[src/rtl/riscv_ctrl_pkg.sv]
// rtl/riscv_ctrl_pkg.sv - opcode, ALU code and immediate-format definitions for decode
//
// Purpose: shared constants and helpers for the RV32I(+M) decode control stage.
// Contents: major opcodes, ALU op codes, immediate format enum, immediate builder,
//           funct3 -> base ALU op mapping.
package riscv_ctrl_pkg;

  localparam logic [6:0] OPC_OP     = 7'b0110011;
  localparam logic [6:0] OPC_OP_IMM = 7'b0010011;
  localparam logic [6:0] OPC_LOAD   = 7'b0000011;
  localparam logic [6:0] OPC_STORE  = 7'b0100011;
  localparam logic [6:0] OPC_BRANCH = 7'b1100011;
  localparam logic [6:0] OPC_JAL    = 7'b1101111;
  localparam logic [6:0] OPC_JALR   = 7'b1100111;
  localparam logic [6:0] OPC_LUI    = 7'b0110111;
  localparam logic [6:0] OPC_AUIPC  = 7'b0010111;

  localparam logic [4:0] ALU_AND     = 5'b00000;
  localparam logic [4:0] ALU_OR      = 5'b00001;
  localparam logic [4:0] ALU_ADD     = 5'b00010;
  localparam logic [4:0] ALU_SLL     = 5'b00011;
  localparam logic [4:0] ALU_SUB     = 5'b00100;
  localparam logic [4:0] ALU_SRL     = 5'b00101;
  localparam logic [4:0] ALU_SLTU    = 5'b00110;
  localparam logic [4:0] ALU_XOR     = 5'b00111;
  localparam logic [4:0] ALU_SLT     = 5'b01000;
  localparam logic [4:0] ALU_SRA     = 5'b01001;
  localparam logic [4:0] ALU_INVALID = 5'b01111;

  typedef enum logic [2:0] {
    IMM_NONE,
    IMM_I,
    IMM_S,
    IMM_B,
    IMM_U,
    IMM_J
  } imm_fmt_e;

  function automatic logic [31:0] gen_imm(input imm_fmt_e fmt, input logic [31:0] w);
    logic [31:0] imm;
    case (fmt)
      IMM_I:   imm = {{20{w[31]}}, w[31:20]};
      IMM_S:   imm = {{20{w[31]}}, w[31:25], w[11:7]};
      IMM_B:   imm = {{19{w[31]}}, w[31], w[7], w[30:25], w[11:8], 1'b0};
      IMM_U:   imm = {w[31:12], 12'h000};
      IMM_J:   imm = {{11{w[31]}}, w[31], w[19:12], w[20], w[30:21], 1'b0};
      default: imm = 32'h0000_0000;
    endcase
    return imm;
  endfunction

  // Shared by OP and OP-IMM; the SUB/SRA variants are chosen by funct7 at the call site.
  function automatic logic [4:0] base_alu(input logic [2:0] funct3);
    logic [4:0] op;
    case (funct3)
      3'b000:  op = ALU_ADD;
      3'b001:  op = ALU_SLL;
      3'b010:  op = ALU_SLT;
      3'b011:  op = ALU_SLTU;
      3'b100:  op = ALU_XOR;
      3'b101:  op = ALU_SRL;
      3'b110:  op = ALU_OR;
      default: op = ALU_AND;
    endcase
    return op;
  endfunction

endpackage

[src/rtl/decode_ctrl_comb.sv]
// rtl/decode_ctrl_comb.sv - combinational instruction word to control bundle decoder
//
// Purpose: decode one RV32I(+M) instruction word into ALU op, immediate and
//          datapath control flags. No state.
// Ports:
//   instr_i      32-bit instruction word
//   imm_o        sign-extended immediate (0 for R-type and unknown opcodes)
//   alu_ctrl_o   ALU op code (ALU_INVALID when illegal)
//   regwrite_o, imm_sel_o, mem_read_o, mem_write_o   datapath controls
//   mem_size_o   funct3 for loads/stores, else 0
//   branch_o, jump_o, lui_o, auipc_o                 flow / upper-immediate flags
//   illegal_o    instruction not decodable
module decode_ctrl_comb
  import riscv_ctrl_pkg::*;
#(
  parameter bit ENABLE_M = 1'b0
) (
  input  logic [31:0] instr_i,
  output logic [31:0] imm_o,
  output logic [4:0]  alu_ctrl_o,
  output logic        regwrite_o,
  output logic        imm_sel_o,
  output logic        mem_read_o,
  output logic        mem_write_o,
  output logic [2:0]  mem_size_o,
  output logic        branch_o,
  output logic        jump_o,
  output logic        lui_o,
  output logic        auipc_o,
  output logic        illegal_o
);

  logic [6:0] opcode;
  logic [2:0] funct3;
  logic [6:0] funct7;
  logic [4:0] rd;

  assign opcode = instr_i[6:0];
  assign funct3 = instr_i[14:12];
  assign funct7 = instr_i[31:25];
  assign rd     = instr_i[11:7];

  imm_fmt_e   fmt;
  logic [4:0] alu;
  logic       rw, mr, mw, br, jp, ill;

  always_comb begin
    fmt        = IMM_NONE;
    alu        = ALU_INVALID;
    rw         = 1'b0;
    mr         = 1'b0;
    mw         = 1'b0;
    br         = 1'b0;
    jp         = 1'b0;
    ill        = 1'b0;
    imm_sel_o  = 1'b0;
    mem_size_o = 3'b000;
    lui_o      = 1'b0;
    auipc_o    = 1'b0;
    case (opcode)
      OPC_OP: begin
        rw = 1'b1;
        if (funct7 == 7'b0000000)                          alu = base_alu(funct3);
        else if (funct7 == 7'b0100000 && funct3 == 3'b000) alu = ALU_SUB;
        else if (funct7 == 7'b0100000 && funct3 == 3'b101) alu = ALU_SRA;
        else if (funct7 == 7'b0000001 && ENABLE_M)         alu = {2'b10, funct3};
        else                                               ill = 1'b1;
      end
      OPC_OP_IMM: begin
        fmt       = IMM_I;
        imm_sel_o = 1'b1;
        rw        = 1'b1;
        alu       = base_alu(funct3);
        // Only the shift-immediates carry a funct7 field; every other funct3 is a plain 12-bit immediate.
        if (funct3 == 3'b001 && funct7 != 7'b0000000) ill = 1'b1;
        if (funct3 == 3'b101) begin
          if (funct7[5])                     alu = ALU_SRA;
          else if (funct7 != 7'b0000000)     ill = 1'b1;
        end
      end
      OPC_LOAD: begin
        fmt        = IMM_I;
        imm_sel_o  = 1'b1;
        rw         = 1'b1;
        mr         = 1'b1;
        mem_size_o = funct3;
        alu        = ALU_ADD;
        ill        = (funct3 == 3'b011) || (funct3 == 3'b110) || (funct3 == 3'b111);
      end
      OPC_STORE: begin
        fmt        = IMM_S;
        imm_sel_o  = 1'b1;
        mw         = 1'b1;
        mem_size_o = funct3;
        alu        = ALU_ADD;
        ill        = funct3[2] || (funct3 == 3'b011);
      end
      OPC_BRANCH: begin
        fmt = IMM_B;
        br  = 1'b1;
        alu = ALU_SUB;
        ill = (funct3 == 3'b010) || (funct3 == 3'b011);
      end
      OPC_JAL: begin
        fmt       = IMM_J;
        imm_sel_o = 1'b1;
        jp        = 1'b1;
        rw        = 1'b1;
        alu       = ALU_ADD;
      end
      OPC_JALR: begin
        fmt       = IMM_I;
        imm_sel_o = 1'b1;
        jp        = 1'b1;
        rw        = 1'b1;
        alu       = ALU_ADD;
      end
      OPC_LUI: begin
        fmt       = IMM_U;
        imm_sel_o = 1'b1;
        rw        = 1'b1;
        lui_o     = 1'b1;
        alu       = ALU_ADD;
      end
      OPC_AUIPC: begin
        fmt       = IMM_U;
        imm_sel_o = 1'b1;
        rw        = 1'b1;
        auipc_o   = 1'b1;
        alu       = ALU_ADD;
      end
      default: ill = 1'b1;
    endcase
  end

  // An illegal word must not touch architectural state, so its side-effect flags are squashed here.
  assign imm_o       = gen_imm(fmt, instr_i);
  assign illegal_o   = ill;
  assign alu_ctrl_o  = ill ? ALU_INVALID : alu;
  assign regwrite_o  = rw & ~ill & (rd != 5'd0);
  assign mem_read_o  = mr & ~ill;
  assign mem_write_o = mw & ~ill;
  assign branch_o    = br & ~ill;
  assign jump_o      = jp & ~ill;

endmodule

[src/rtl/decode_ctrl_stage.sv]
// rtl/decode_ctrl_stage.sv - registered RV32I(+M) decode control stage with handshake
//
// Purpose: accept one instruction per valid/ready handshake, decode it, and hold the
//          result in a single-entry output register with backpressure and flush.
// Ports:
//   clk, rst_n             clock, asynchronous active-low reset
//   flush                  drop held entry and current input
//   in_valid/in_ready      upstream handshake; in_instr, in_pc inputs
//   out_valid/out_ready    downstream handshake
//   out_pc, out_rs1/rs2/rd, out_imm, out_alu_ctrl   decoded bundle
//   out_regwrite, out_imm_sel, out_mem_read, out_mem_write, out_mem_size
//   out_branch, out_jump, out_lui, out_auipc, out_illegal
//   illegal_cnt            saturating count of accepted illegal instructions
module decode_ctrl_stage #(
  parameter int XLEN     = 32,
  parameter bit ENABLE_M = 1'b0,
  parameter int CNT_W    = 16
) (
  input  logic             clk,
  input  logic             rst_n,
  input  logic             flush,
  input  logic             in_valid,
  output logic             in_ready,
  input  logic [31:0]      in_instr,
  input  logic [XLEN-1:0]  in_pc,
  output logic             out_valid,
  input  logic             out_ready,
  output logic [XLEN-1:0]  out_pc,
  output logic [4:0]       out_rs1,
  output logic [4:0]       out_rs2,
  output logic [4:0]       out_rd,
  output logic [XLEN-1:0]  out_imm,
  output logic [4:0]       out_alu_ctrl,
  output logic             out_regwrite,
  output logic             out_imm_sel,
  output logic             out_mem_read,
  output logic             out_mem_write,
  output logic [2:0]       out_mem_size,
  output logic             out_branch,
  output logic             out_jump,
  output logic             out_lui,
  output logic             out_auipc,
  output logic             out_illegal,
  output logic [CNT_W-1:0] illegal_cnt
);
  import riscv_ctrl_pkg::*;

  logic [31:0] imm_d;
  logic [4:0]  alu_d;
  logic        regwrite_d, imm_sel_d, mem_read_d, mem_write_d;
  logic [2:0]  mem_size_d;
  logic        branch_d, jump_d, lui_d, auipc_d, illegal_d;

  decode_ctrl_comb #(.ENABLE_M(ENABLE_M)) u_comb (
    .instr_i     (in_instr),
    .imm_o       (imm_d),
    .alu_ctrl_o  (alu_d),
    .regwrite_o  (regwrite_d),
    .imm_sel_o   (imm_sel_d),
    .mem_read_o  (mem_read_d),
    .mem_write_o (mem_write_d),
    .mem_size_o  (mem_size_d),
    .branch_o    (branch_d),
    .jump_o      (jump_d),
    .lui_o       (lui_d),
    .auipc_o     (auipc_d),
    .illegal_o   (illegal_d)
  );

  logic             valid_q;
  logic [XLEN-1:0]  pc_q, imm_q;
  logic [4:0]       rs1_q, rs2_q, rd_q, alu_q;
  logic             regwrite_q, imm_sel_q, mem_read_q, mem_write_q;
  logic [2:0]       mem_size_q;
  logic             branch_q, jump_q, lui_q, auipc_q, illegal_q;
  logic [CNT_W-1:0] cnt_q;
  logic             load;

  // Ready depends only on our own register and downstream, never on in_valid.
  assign in_ready = ~valid_q | out_ready;
  assign load     = in_valid & in_ready & ~flush;

  always_ff @(posedge clk or negedge rst_n) begin
    if (!rst_n) begin
      valid_q     <= 1'b0;
      pc_q        <= '0;
      rs1_q       <= '0;
      rs2_q       <= '0;
      rd_q        <= '0;
      imm_q       <= '0;
      alu_q       <= ALU_INVALID;
      regwrite_q  <= 1'b0;
      imm_sel_q   <= 1'b0;
      mem_read_q  <= 1'b0;
      mem_write_q <= 1'b0;
      mem_size_q  <= '0;
      branch_q    <= 1'b0;
      jump_q      <= 1'b0;
      lui_q       <= 1'b0;
      auipc_q     <= 1'b0;
      illegal_q   <= 1'b0;
      cnt_q       <= '0;
    end else if (flush) begin
      valid_q <= 1'b0;
    end else if (load) begin
      valid_q     <= 1'b1;
      pc_q        <= in_pc;
      rs1_q       <= in_instr[19:15];
      rs2_q       <= in_instr[24:20];
      rd_q        <= in_instr[11:7];
      imm_q       <= imm_d;
      alu_q       <= alu_d;
      regwrite_q  <= regwrite_d;
      imm_sel_q   <= imm_sel_d;
      mem_read_q  <= mem_read_d;
      mem_write_q <= mem_write_d;
      mem_size_q  <= mem_size_d;
      branch_q    <= branch_d;
      jump_q      <= jump_d;
      lui_q       <= lui_d;
      auipc_q     <= auipc_d;
      illegal_q   <= illegal_d;
      if (illegal_d && cnt_q != {CNT_W{1'b1}})
        cnt_q <= cnt_q + {{(CNT_W-1){1'b0}}, 1'b1};
    end else if (out_ready) begin
      valid_q <= 1'b0;
    end
  end

  assign out_valid     = valid_q;
  assign out_pc        = pc_q;
  assign out_rs1       = rs1_q;
  assign out_rs2       = rs2_q;
  assign out_rd        = rd_q;
  assign out_imm       = imm_q;
  assign out_alu_ctrl  = alu_q;
  assign out_regwrite  = regwrite_q;
  assign out_imm_sel   = imm_sel_q;
  assign out_mem_read  = mem_read_q;
  assign out_mem_write = mem_write_q;
  assign out_mem_size  = mem_size_q;
  assign out_branch    = branch_q;
  assign out_jump      = jump_q;
  assign out_lui       = lui_q;
  assign out_auipc     = auipc_q;
  assign out_illegal   = illegal_q;
  assign illegal_cnt   = cnt_q;

endmodule

[config.mk]
export PLATFORM = sky130hd
export DESIGN_NAME = decode_ctrl_stage
export DESIGN_NICKNAME = d
export VERILOG_FILES = /design/src/rtl/riscv_ctrl_pkg.sv /design/src/rtl/decode_ctrl_comb.sv /design/src/rtl/decode_ctrl_stage.sv
export SDC_FILE = /design/constraint.sdc
export NUM_CORES = 1
export LEC_CHECK = 0
export ABC_CLOCK_PERIOD_IN_PS = 1820
export CAP_MARGIN = 5
export CORE_MARGIN = 8
export CORE_UTILIZATION = 46
export DETAILED_ROUTE_END_ITERATION = 10
export GPL_TIMING_DRIVEN = 0
export PLACE_DENSITY = 0.9
export SKIP_CTS_REPAIR_TIMING = 1
export SLEW_MARGIN = 0
export SYNTH_ARGS = -nofsm -noshare
export SYNTH_HDL_FRONTEND = slang
export SYNTH_HIERARCHICAL = 1
export SYNTH_SLANG_ARGS = --single-unit
[constraint.sdc]
create_clock -name clk -period 1.82 [get_ports clk]
set_input_delay 0.364 -clock clk [delete_from_list [all_inputs] [get_ports clk]]
set_output_delay 0.364 -clock clk [all_outputs]
set_load 0.02 [all_outputs]
== Word level (Yosys, flattened, before mapping) ==
Index checks and enable logic that the tools add are counted.
Storage, ports and cells
  flip-flop bits (word level): 113
  output and inout port bits: 114
  logic and storage cells: 107
Cells by class
  add/sub/neg operators: 1
  equal/unequal tests: 23
  mux-type cells: 30
  bitwise operators: 12
  reduce and logical (&&, ||, !) cells: 23
Operators with widths (count)
  32-bit case mux with 5 select lines: 1
  7-bit by 6-bit == test with 1-bit output (second input constant): 4
  4-bit case mux with 7 select lines: 1
  7-bit == test (second input constant): 3
  5-bit 2-to-1 mux: 4
  5-bit case mux with 4 select lines: 1
  3-bit == test (second input constant): 6
  1-bit 2-to-1 mux: 18
  16-bit by 1-bit adder with 16-bit output (second input constant): 1
  16-bit inequality test (second input constant): 1
  3-bit case mux with 5 select lines: 1
  7-bit by 5-bit == test with 1-bit output (second input constant): 2
  7-bit OR reduction: 2
  3-bit by 2-bit == test with 1-bit output (second input constant): 4
  1-bit AND: 8
  7-bit by 2-bit == test with 1-bit output (second input constant): 1
  7-bit zero test: 1
  7-bit nonzero test: 1
  3-bit by 1-bit == test with 1-bit output (second input constant): 2
  3-bit 2-to-1 mux: 2
  1-bit case mux with 6 select lines: 1
  2-bit OR reduction: 3
  6-bit OR reduction: 1
  5-bit nonzero test: 1
  11 further kinds: 19

== Logic depth before layout (Yosys ltp) ==
  depth after elaboration: 10
  mapped depth: 11
  depth with buffers taken out: 7

== Cells and area by module ==
The synthesis kept the hierarchy.
Modules (own cells, without submodules)
  decode_ctrl_stage: times used 1, cells each 279, area each 4394.2 um2, seq. area each 2832.7 um2
  decode_ctrl_comb: times used 1, cells each 142, area each 882.1 um2, seq. area each 0.0 um2

== Least setup slack after synthesis ==
Ideal clock, no wire load.
  kind: input to register
  start point: in in_instr[29]
  end point: reg cnt_q[10], in the netlist illegal_cnt[10]
  library setup time: 0.138 ns
  arrival: 2.349 ns
  path slack: -0.667 ns
  cell stages on the path: 9
  cells stage by stage: or4_4 -> nor3_4 -> a211oi_1 -> or4b_1 -> buf_6 -> nand4b_2 -> buf_2 -> nor4_1 -> xor2_1
Between the ends
  longest elaborated chain between the ends: 9
  elaborated cells on any way between the ends: 16
RTL lines
  start, declared: RTL line decode_ctrl_stage.sv:24  | input logic [31:0] in_instr,
  7-bit nonzero test: RTL line decode_ctrl_comb.sv:75, decode_ctrl_comb.sv:78
  1-bit logical AND: RTL line decode_ctrl_comb.sv:75  | if (funct3 == 3'b001 && funct7 != 7'b0000000) ill = 1'b1;
  1-bit 2-to-1 mux: RTL line decode_ctrl_comb.sv:75
  1-bit 2-to-1 mux: RTL line decode_ctrl_comb.sv:78  | else if (funct7 != 7'b0000000) ill = 1'b1;
  1-bit 2-to-1 mux: RTL line decode_ctrl_comb.sv:77  | if (funct7[5]) alu = ALU_SRA;
  1-bit 2-to-1 mux: RTL line decode_ctrl_comb.sv:76  | if (funct3 == 3'b101) begin
  1-bit case mux with 6 select lines *: RTL line decode_ctrl_comb.sv:60  | case (opcode)
  via illegal_d: RTL line decode_ctrl_stage.sv:52  | logic branch_d, jump_d, lui_d, auipc_d, illegal_d;
  1-bit logical AND *: RTL line decode_ctrl_stage.sv:123  | if (illegal_d && cnt_q != {CNT_W{1'b1}})
  3-bit AND reduction (no line) *
  end signal, assigned: RTL line decode_ctrl_stage.sv:124  | cnt_q <= cnt_q + {{(CNT_W-1){1'b0}}, 1'b1};
  end, declared: RTL line decode_ctrl_stage.sv:76  | logic [CNT_W-1:0] cnt_q;
Mark *: on every way through the listed nets, which the timed path passes. The rest lies on a longest branch.
A chain may end at the register's enable or synchronous reset.

== Worst setup path after layout ==
  start point: in in_instr[28]
  end point: reg cnt_q[4], in the netlist illegal_cnt[4]
The elaborated chain is that of the path after synthesis.

==> key figures <==
Pwr
  • Leak pwr: approximately 4.0 nW
  • Combinational share of power: ~23%
  • Peak VDD IR: 0.989 mV
  • Power density over the cells: 982 mW/mm2
  • Seq pwr share: 37.4%
  • Clock power share: 39.6%
  • Internal power: 5.85 mW
  • Net Switching: approximately 2.4 mW
  • Overall Power: 8.20 mW
  • Switching share of power: 28.7%

Finish
  • Final Util: 73.8%
  • Synth-to-Final Area Change: 58.3%
  • Nets: 707
  • Share of layout cells above drive strength 1: 33.1%
  • Commonest non-fill, non-tap cell in the layout: clkdlybuf4s50_1
  • # diodes: 0
  • Most frequent cells in the layout: clkdlybuf4s50_1, dfrtp_1, mux2_2

Setup path
  • Critical path class: in2reg
  • CP Capture Type: flop
  • Worst Path Arrival: 2.57 ns
  • Worst Path Required: 2.11 ns
  • Launch point of the worst path: in_instr[28]
  • Critical-path maximum fanout: 8
  • Reg2reg start: illegal_cnt[0]
  • Type of origin of the critical path: input pin

GRT
  • GRT overflow: 0
  • Tot GR Track Use: a little over a fifth
  • Initial antenna violation count: 0
  • Largest net degree at the start of global routing: 75
  • First-pass GRT wire length: 24800 um
  • Vias in the first global route: 4622

Floorplanning
  • DIE AREA: 0.0152 mm2
  • Core box area: 0.0113 mm2
  • Chip Height: between 100 and 150 um
  • Core Rows: 39
  • Die Width: 123 um
  • Initial Util: 46.6%
  • # IOs: between 150 and 200

Place
  • Input/output buffers: 180
  • HPWL Detailed: 11800 um
  • Placer congestion estimate: 0.862

Synth
  • Syn Nets: roughly 490
  • Syn Area/Cell: between 10 and 15 um2
  • Sequential area share after synthesis: 53.7%
  • Cell accounting for the most synthesized area: dfrtp_1
  • Unique masters post-synth: 60
  • Post-Syn Instances: 421
  • Post-Syn Area: 0.00528 mm2
  • Synthesized flop and latch total: 113
  • EDFF count, synth: 0
  • Post-synth top flop: dfrtp_1
  • Ys Warns: 6
  • Synth top area share: between 50% and 60%
  • Area contributors post-synth: dfrtp_1, mux2_2, xor2_1, a21o_1, dfstp_2
  • Post-synthesis async set-or-reset flop share: between 90% and 100%

STA
  • Period utilization: 125%
  • Slew @ Worst Pin: 0.721 ns
  • Max-slew violations: 0
  • Hold Vio Cnt, Final: 0
  • Min cycle time layout: around 2.3 ns
  • Unrepaired setup endpoints after global routing: true
  • Slew headroom: ~50%
  • Setup violators final: 35
  • Final setup skew: between 0.009 and 0.01 ns
  • Final setup margin: -0.461 ns
  • F_max: 0.438 GHz

Worst hold path
  • Worst min path class: in2reg
  • Hold_sp: in_instr[26]

Clocking
  • CTS H-tree lvls: 4
  • Clock Path Buffers: 2
  • TritonCTS clock tree: yes
  • Worst skew pair latency: 0.41 ns
  • CTS clk-pin slew, worst paths: 0.06 ns
  • Clk sinks: 113
  • CTS Buf Count: 17
  • CTS Root Cell: clkbuf_16

Drt
  • # DRC: 0
  • Via count of the routed design: 4338
  • Routed Antenna Nets: 0
  • Vias per cell: 5.47
  • TritonRoute pass-1 iters: 4
  • Per-cell routed wire length: 20.8 um
  • Routed WL: 16500 um
  • DRT iter0 DRCs: 220

Run status
  • Violated checks: setup timing
  • Status: complete, but fails checks

Run
  • Max-cap violation count: 0
## cells by family after synthesis
kind of cell	share of synthesized area, %
flops	53.7
fa+ha+maj	0.237
compound gates	7.33
mux	20.7
other cells	0.0711
xor+xnor	2.66
simple gates	12.4
buf+inv	2.94
## power groups by stage
stage	registers [mW]	logic [mW]	clock network [mW]
floorplan	3.44	0.478	0
global placement	3.07	1.81	0
detailed placement	3.10	1.85	0
CTS	3.07	1.86	3.28
global route	3.11	2.01	3.39
finish	3.06	1.89	3.24
## metal layers
layer / routed length, um / share of wire, % / vias up / GRT usage, %
met4: 299 / 1.8 / 0 / 6.70
li1: - / - / 1955 / -
met3: 1710 / 10 / 25 / 9.36
met2: 8410 / 51 / 204 / 35.9
met1: 6100 / 37 / 2154 / 23.4
met5: 0 / 0 / - / 0
## Yosys cell counts (8+ instances only)
cell type	number
nor3_1	9
clkbuf_1	8
xor2_1	16
a21o_1	18
mux2_2	96
nor4_1	11
nand3_1	11
and2_1	8
dfrtp_1	109
o21ai_0	8
buf_2	9
nand2_1	15
nor2_1	21
## cell type report
type,count,area (um2)
fillers,748,2970
flip-flops and latches,113,2830
multi-input cells,277,2520
repair buffers,200,2050
clock buffers,19,443
well taps,143,179
plain buffers,23,174
clock inverters,13,138
inverters,5,18.8
## worst max-delay path, cell delays in order
cell       delay [ns]
buf_6            0.10
or4_4            0.54
nor3_4           0.23
a211oi_2         0.11
or4b_1           0.50
buf_6            0.16
nand4b_4         0.18
clkbuf_16        0.18
nor3_1           0.05
xor2_1           0.15
## worst paths after layout
| kind | depth (start not counted) | end | slack (ns) |
|---|---|---|---|
| max | 10 | illegal_cnt[4] | -0.46 |
| min | 3 | out_imm[26] | 0.32 |
| max reg2reg | 6 | illegal_cnt[15] | -0.21 |
| min reg2reg | 1 | out_pc[28] | 0.50 |
| max in group asynchronous | 3 | out_imm[17] | 0.60 |
| min in group asynchronous | 2 | out_lui | 0.50 |
## metrics by stage
step	instance area (um2)	hold slack, ns	worst slack (ns)	setup TNS, ns	cells
finish	8350	0.315	-0.461	-11.12	793
CTS	7910	-0.0419	-1.11	-43.79	777
floorplan	5320	0.0684	-0.585	-12.25	421
global route	8350	0.311	-0.544	-13.09	793
global placement	7300	0.485	-3.81	-510.91	744
detailed placement	7330	0.387	-1.49	-88.06	745
## sequential cells by signal (all words and copies together), names as in the netlist
register	count
out_imm	32
out_pc	32
illegal_cnt	16
out_alu_ctrl	5
out_rd	5
out_rs1	5
out_rs2	5
out_mem_size	3
out_auipc	1
out_branch	1
out_illegal	1
out_imm_sel	1
out_jump	1
out_lui	1
out_mem_read	1
out_mem_write	1
out_regwrite	1
out_valid	1
(Power assumes the default switching activity.)
